===== config.mk =====
export PLATFORM = sky130hd
export DESIGN_NAME = alu_rr_scheduler_flat
export DESIGN_NICKNAME = d
export VERILOG_FILES = /design/src/rtl/alu_rr_if.sv /design/src/rtl/alu_rr_scheduler.sv /design/src/flat_wrapper.sv
export SDC_FILE = /design/constraint.sdc
export NUM_CORES = 1
export LEC_CHECK = 0
export CAP_MARGIN = 20
export CORE_MARGIN = 4
export CORE_UTILIZATION = 50
export CTS_CLUSTER_SIZE = 12
export DETAILED_ROUTE_END_ITERATION = 10
export GPL_TIMING_DRIVEN = 1
export PLACE_DENSITY = 0.88
export SYNTH_ARGS = -nofsm -noshare
export SYNTH_HDL_FRONTEND = slang
export SYNTH_SLANG_ARGS = --single-unit

===== constraint.sdc =====
create_clock -name clk -period 10.3 [get_ports clk]
set_input_delay 2.06 -clock clk [delete_from_list [all_inputs] [get_ports clk]]
set_output_delay 2.06 -clock clk [all_outputs]
set_load 0.01 [all_outputs]

===== src/rtl/alu_rr_if.sv =====
// Request/response bundle between requesting engines and the shared round-robin ALU.
// The rsp_err member exists only when ALU_ERR_EN is defined.
interface alu_rr_if #(
    parameter int N = 4
);
    localparam int IDW = (N > 1) ? $clog2(N) : 1;

    logic [N-1:0]   req;
    logic [4*N-1:0] op_flat;
    logic [8*N-1:0] a_flat;
    logic [8*N-1:0] b_flat;
    logic [N-1:0]   gnt;
    logic           busy;
    logic           rsp_valid;
    logic           rsp_ready;
    logic [IDW-1:0] rsp_id;
    logic [7:0]     rsp_data;
    logic           rsp_carry;
`ifdef ALU_ERR_EN
    logic           rsp_err;
`endif

    modport master (
        output req, op_flat, a_flat, b_flat, rsp_ready,
        input  gnt, busy, rsp_valid, rsp_id, rsp_data, rsp_carry
`ifdef ALU_ERR_EN
        , input rsp_err
`endif
    );

    modport slave (
        input  req, op_flat, a_flat, b_flat, rsp_ready,
        output gnt, busy, rsp_valid, rsp_id, rsp_data, rsp_carry
`ifdef ALU_ERR_EN
        , output rsp_err
`endif
    );
endinterface


===== src/rtl/alu_rr_scheduler.sv =====
// Round-robin scheduler sharing one 8-bit, 16-op ALU between N requesters.
// Optional ALU_ERR_EN macro adds rsp_err (divide-by-zero flag).
module alu_rr_scheduler #(
    parameter int N = 4
) (
    input logic   clk,
    input logic   rst_n,
    alu_rr_if.slave bus
);
    localparam int IDW = (N > 1) ? $clog2(N) : 1;

    typedef enum logic [1:0] {IDLE, EXEC, RESP} state_t;

    state_t         state;
    logic [IDW-1:0] rr_ptr;
    logic           pick_vld;
    logic [IDW-1:0] pick_id;
    logic [IDW-1:0] ptr_next;
    logic [3:0]     op_p0;
    logic [7:0]     a_p0;
    logic [7:0]     b_p0;
    logic [IDW-1:0] id_p0;
    logic [8:0]     alu_res;

    // Returns {carry, result}; carry is meaningful only for add/sub.
    function automatic logic [8:0] alu_exec(input logic [3:0] op,
                                            input logic [7:0] a,
                                            input logic [7:0] b);
        logic [15:0] prod;
        prod = 16'(a) * 16'(b);
        case (op)
            4'd0:    alu_exec = {1'b0, a} + {1'b0, b};
            4'd1:    alu_exec = {1'b0, a} - {1'b0, b};
            4'd2:    alu_exec = {1'b0, prod[7:0]};
            4'd3:    alu_exec = (b == 8'd0) ? 9'h0FF : {1'b0, a / b};
            4'd4:    alu_exec = {1'b0, a[6:0], 1'b0};
            4'd5:    alu_exec = {2'b00, a[7:1]};
            4'd6:    alu_exec = {1'b0, a[6:0], a[7]};
            4'd7:    alu_exec = {1'b0, a[0], a[7:1]};
            4'd8:    alu_exec = {1'b0, a & b};
            4'd9:    alu_exec = {1'b0, a | b};
            4'd10:   alu_exec = {1'b0, a ^ b};
            4'd11:   alu_exec = {1'b0, ~(a & b)};
            4'd12:   alu_exec = {1'b0, ~(a ^ b)};
            4'd13:   alu_exec = {1'b0, ~(a | b)};
            4'd14:   alu_exec = (a > b)  ? 9'h0FF : 9'h000;
            default: alu_exec = (a == b) ? 9'h0FF : 9'h000;
        endcase
    endfunction

    // Scan from rr_ptr upward; iterating downward lets the closest requester win.
    always_comb begin
        pick_vld = 1'b0;
        pick_id  = '0;
        for (int k = N - 1; k >= 0; k--) begin
            if (bus.req[(int'(rr_ptr) + k) % N]) begin
                pick_vld = 1'b1;
                pick_id  = IDW'((int'(rr_ptr) + k) % N);
            end
        end
    end

    assign ptr_next = (pick_id == IDW'(N - 1)) ? '0 : pick_id + 1'b1;
    assign alu_res  = alu_exec(op_p0, a_p0, b_p0);
    assign bus.busy = (state != IDLE);

    // p0: operand capture of the granted requester
    always_ff @(posedge clk) begin
        if (state == IDLE && pick_vld) begin
            op_p0 <= bus.op_flat[4*pick_id +: 4];
            a_p0  <= bus.a_flat[8*pick_id +: 8];
            b_p0  <= bus.b_flat[8*pick_id +: 8];
            id_p0 <= pick_id;
        end
    end

    always_ff @(posedge clk or negedge rst_n) begin
        if (!rst_n) begin
            state         <= IDLE;
            rr_ptr        <= '0;
            bus.gnt       <= '0;
            bus.rsp_valid <= 1'b0;
            bus.rsp_id    <= '0;
            bus.rsp_data  <= 8'd0;
            bus.rsp_carry <= 1'b0;
`ifdef ALU_ERR_EN
            bus.rsp_err   <= 1'b0;
`endif
        end else begin
            bus.gnt <= '0;
            case (state)
                IDLE: begin
                    if (pick_vld) begin
                        bus.gnt <= N'(1) << pick_id;
                        rr_ptr  <= ptr_next;
                        state   <= EXEC;
                    end
                end
                // p1: execute and register the response
                EXEC: begin
                    bus.rsp_data  <= alu_res[7:0];
                    bus.rsp_carry <= alu_res[8];
                    bus.rsp_id    <= id_p0;
                    bus.rsp_valid <= 1'b1;
`ifdef ALU_ERR_EN
                    bus.rsp_err   <= (op_p0 == 4'd3) && (b_p0 == 8'd0);
`endif
                    state         <= RESP;
                end
                // p2: hold response until the consumer takes it
                RESP: begin
                    if (bus.rsp_ready) begin
                        bus.rsp_valid <= 1'b0;
                        state         <= IDLE;
                    end
                end
                default: state <= IDLE;
            endcase
        end
    end
endmodule

===== src/flat_wrapper.sv =====
// flat-port wrapper written by rule: the top's interface ports become plain ports
module alu_rr_scheduler_flat 
#(
    parameter int N = 4
)
  (clk, rst_n, bus_req, bus_op_flat, bus_a_flat, bus_b_flat, bus_rsp_ready, bus_gnt, bus_busy, bus_rsp_valid, bus_rsp_id, bus_rsp_data, bus_rsp_carry);
  alu_rr_if #(.N(N)) bus_i ();
  input logic clk;
  input logic rst_n;
  input wire logic [$bits(bus_i.req)-1:0] bus_req;
  input wire logic [$bits(bus_i.op_flat)-1:0] bus_op_flat;
  input wire logic [$bits(bus_i.a_flat)-1:0] bus_a_flat;
  input wire logic [$bits(bus_i.b_flat)-1:0] bus_b_flat;
  input wire logic [$bits(bus_i.rsp_ready)-1:0] bus_rsp_ready;
  output wire logic [$bits(bus_i.gnt)-1:0] bus_gnt;
  output wire logic [$bits(bus_i.busy)-1:0] bus_busy;
  output wire logic [$bits(bus_i.rsp_valid)-1:0] bus_rsp_valid;
  output wire logic [$bits(bus_i.rsp_id)-1:0] bus_rsp_id;
  output wire logic [$bits(bus_i.rsp_data)-1:0] bus_rsp_data;
  output wire logic [$bits(bus_i.rsp_carry)-1:0] bus_rsp_carry;
  assign bus_i.req = bus_req;
  assign bus_i.op_flat = bus_op_flat;
  assign bus_i.a_flat = bus_a_flat;
  assign bus_i.b_flat = bus_b_flat;
  assign bus_i.rsp_ready = bus_rsp_ready;
  assign bus_gnt = bus_i.gnt;
  assign bus_busy = bus_i.busy;
  assign bus_rsp_valid = bus_i.rsp_valid;
  assign bus_rsp_id = bus_i.rsp_id;
  assign bus_rsp_data = bus_i.rsp_data;
  assign bus_rsp_carry = bus_i.rsp_carry;
  alu_rr_scheduler #(.N(N)) u_core (.clk(clk), .rst_n(rst_n), .bus(bus_i));
endmodule

==> impl_metrics.env <==
export IMPL_hpwl_um=14300
export IMPL_violations="setup timing"
export IMPL_fp_dieH_um=119
export IMPL_hold_ws_ns=0.474
export IMPL_start_kind="flip-flop"
export IMPL_synthArstFlopShare_pct=47.6
export IMPL_clk_pin_slew_ns=0.06
export IMPL_wire_per_inst_um=18.6
export IMPL_first_pass_iters=7
export IMPL_htreeDepth=2
export IMPL_rsz0062_at_grt="true"
export IMPL_grt_max_degree=44
export IMPL_cp_buffers_inverters=1
export IMPL_cts_root_buf="clkbuf_16"
export IMPL_grtUsageTotal_pct=26.4
export IMPL_cp_end_kind="flip-flop"
export IMPL_io_buffers=103
export IMPL_path_delay_family="compound AO/OA/AOI/OAI gates"
export IMPL_slew_violations=0
export IMPL_drtAntennaViolNets=0
export IMPL_finalSetupViolations=1
export IMPL_rows=40
export IMPL_multi_input_area_um2=4930
export IMPL_routabilityCongestion=0.987
export IMPL_synth_warnings=0
export IMPL_synth_main_ff_cell="edfxtp_1"
export IMPL_vias_per_cell=6.25
export IMPL_hold_buffers=0
export IMPL_synth_largest_area_cell="ha_1"
export IMPL_drtIter0Drc=826
export IMPL_clock_path_buffers=2
export IMPL_fin_nets=1133
export IMPL_n_antenna_cell=0
export IMPL_min_delay_start="u_core.id_p0[0]"
export IMPL_cap_violations=0
export IMPL_initial_utilization_pct=51.1
export IMPL_cts_tree="built"
export IMPL_cpMostUsedCell="o211ai_1"
export IMPL_cp_depth=43
export IMPL_reg2reg_depth=43
export IMPL_hp_class="reg -> reg"
export IMPL_synthTopCellsByArea="ha_1 (17%), edfxtp_1 (11%), dfrtp_1 (8.2%), nand2_1 (7.9%), fa_1 (4.6%)"
export IMPL_drt_total_wl_um=20400
export IMPL_rrSetupSlack_ns=-0.07
export IMPL_finClkSkew_ns=0.00632
export IMPL_area_growth_pct=34.6
export IMPL_die_area_um2=14100
export IMPL_gr_total_overflow=0
export IMPL_via_count=6860
export IMPL_cts_buffers=5
export IMPL_grt_pass1_wl_um=30800
export IMPL_cp_required_ns=10.43
export IMPL_slowest_delay_ns=0.58
export IMPL_ys_types=61
export IMPL_worstMarginPinSlew_ns=1.12
export IMPL_slowest_stage="or4_4"
export IMPL_status="finished, violations left"
export IMPL_layout_setup_ws_ns=-0.0670
export IMPL_hold_violations=0
export IMPL_grt_antenna_before_repair=0
export IMPL_ys_ff_latch=42
export IMPL_yosysMostFrequentCell="nand2_1"
export IMPL_die_x_um=119
export IMPL_synth_edff_count=22
export IMPL_cp_arrival_ns=10.49
export IMPL_worstSkewPairLatency_ns=0.29
export IMPL_synth_top_area_share_pct=16.9
export IMPL_r2r_end="u_core.bus.rsp_data[0]"
export IMPL_io_pins=104
export IMPL_worstReg2RegStart="u_core.b_p0[4]"
export IMPL_synth_common_cells="nand2_1 (129), ha_1 (83), nor2_1 (74)"
export IMPL_startpoint="u_core.b_p0[4]"
export IMPL_path_class="reg -> reg"
export IMPL_grt_pass1_vias=6398
export IMPL_fmax_mhz=96.5
export IMPL_core_area_um2=12000
export IMPL_yosysSeqAreaShare_pct=18.9
export IMPL_register_area_um2=1160
export IMPL_drive_above_1_share_pct=15.5
export IMPL_numClockSinks=42
export IMPL_fillers=909
export IMPL_path_max_fanout=6
export IMPL_netlist_instances=807
export IMPL_crit_end="u_core.bus.rsp_data[0]"
export IMPL_slew_headroom_pct=25.0
export IMPL_syn_area_um2=6140
export IMPL_post_place_ws_ns=-0.412
export IMPL_syn_area_per_cell_um2=7.61
export IMPL_drc_errors=0
export IMPL_layout_min_cycle_time_ns=10.37
export IMPL_syn_nets=991
export IMPL_fin_crit_sh_pct=101
-- cell families after synthesis --
kind of cell	synth area share, %
and+or+nand+nor	22.3
AOI/OAI and AO/OA	22.2
buffers and inverters	6.26
adders and majority gates	21.5
DFF	18.9
xor gates and xnor gates	5.42
muxes	3.34
-- worst register-to-register path, delay by kind of cell (launching register included) --
kind | cells | cell delay [ns]
AND/OR/NAND/NOR | 5 | 1.47
adder cells (fa/ha/maj) | 7 | 2.03
flip-flops | 1 | 0.40
AO/OA/AOI/OAI | 25 | 4.60
buffers and inverters | 1 | 0.15
multiplexers | 5 | 1.56
-- routing by layer --
| layer | wire [um] | track usage [%] |
|---|---|---|
| met2 | 9500 | 43.8 |
| met5 | 0 | 0 |
| met3 | 2040 | 4.55 |
| met1 | 7750 | 33.2 |
| met4 | 1120 | 12.9 |
-- registers in the layout (all words and copies together) (netlist names) --
| register | cells |
|---|---|
| u_core.bus.rsp_carry | 1 |
| u_core.id_p0 | 2 |
| u_core.bus.gnt | 4 |
| u_core.state | 2 |
| u_core.b_p0 | 8 |
| u_core.bus.rsp_data | 8 |
| u_core.a_p0 | 8 |
| u_core.op_p0 | 4 |
| u_core.bus.rsp_id | 2 |
| u_core.rr_ptr | 2 |
| u_core.bus.rsp_valid | 1 |
-- worst min path at each step --
stage	cells past startpoint	to
global placement	2	u_core.bus.rsp_id[0]
floorplan	2	u_core.bus.rsp_id[0]
CTS	2	u_core.bus.rsp_id[1]
finish	2	u_core.bus.rsp_id[0]
detailed placement	2	u_core.bus.rsp_id[1]
global route	2	u_core.bus.rsp_id[1]
-- stage by stage --
stage	setup TNS (ns)	std cells	util (%)	cell area [um2]
2_1_floorplan	0	807	-	6160
3_3_place_gp	-0.00798	1058	62.9	7550
3_5_place_dp	-0.412	1058	62.9	7550
4_1_cts	0	1086	65.6	7880
5_1_grt	-0.479	1097	68.8	8260
6_report	-0.0670	1097	68.8	8260
-- layout make-up --
| class | instances | share of cell area, % |
|---|---|---|
| Sequential cell | 42 | 14.0 |
| Timing Repair Buffer | 177 | 19.3 |
| Tap cell | 147 | 2.23 |
| Inverter | 60 | 2.73 |
| Multi-Input combinational cell | 663 | 59.7 |
| Clock buffer | 6 | 1.82 |
| Clock inverter | 2 | 0.167 |
-- cell usage in the layout (no fill, tap or decap), types with 8 or more instances in the layout --
cell / n
a21o_1: 8
a21oi_1: 41
a311oi_1: 8
a31oi_1: 23
and3_1: 24
buf_4: 71
clkdlybuf4s50_1: 103
dfrtp_1: 20
edfxtp_1: 22
fa_1: 14
ha_1: 73
ha_4: 9
inv_1: 59
nand2_1: 129
nor2_1: 70
nor2b_1: 8
nor3_1: 17
o21a_1: 12
o21ai_0: 35
xnor2_1: 29
xor2_1: 9
-- timing repair --
item,in CTS,in global routing
gates resized for setup,10,53
setup buffers,20,9
setup endpoints to repair,1,1
pin swaps,8,35
Power is left out: the tool's default activity adds up to more than one toggle a clock period on the data nets, which glitch-free logic cannot reach.
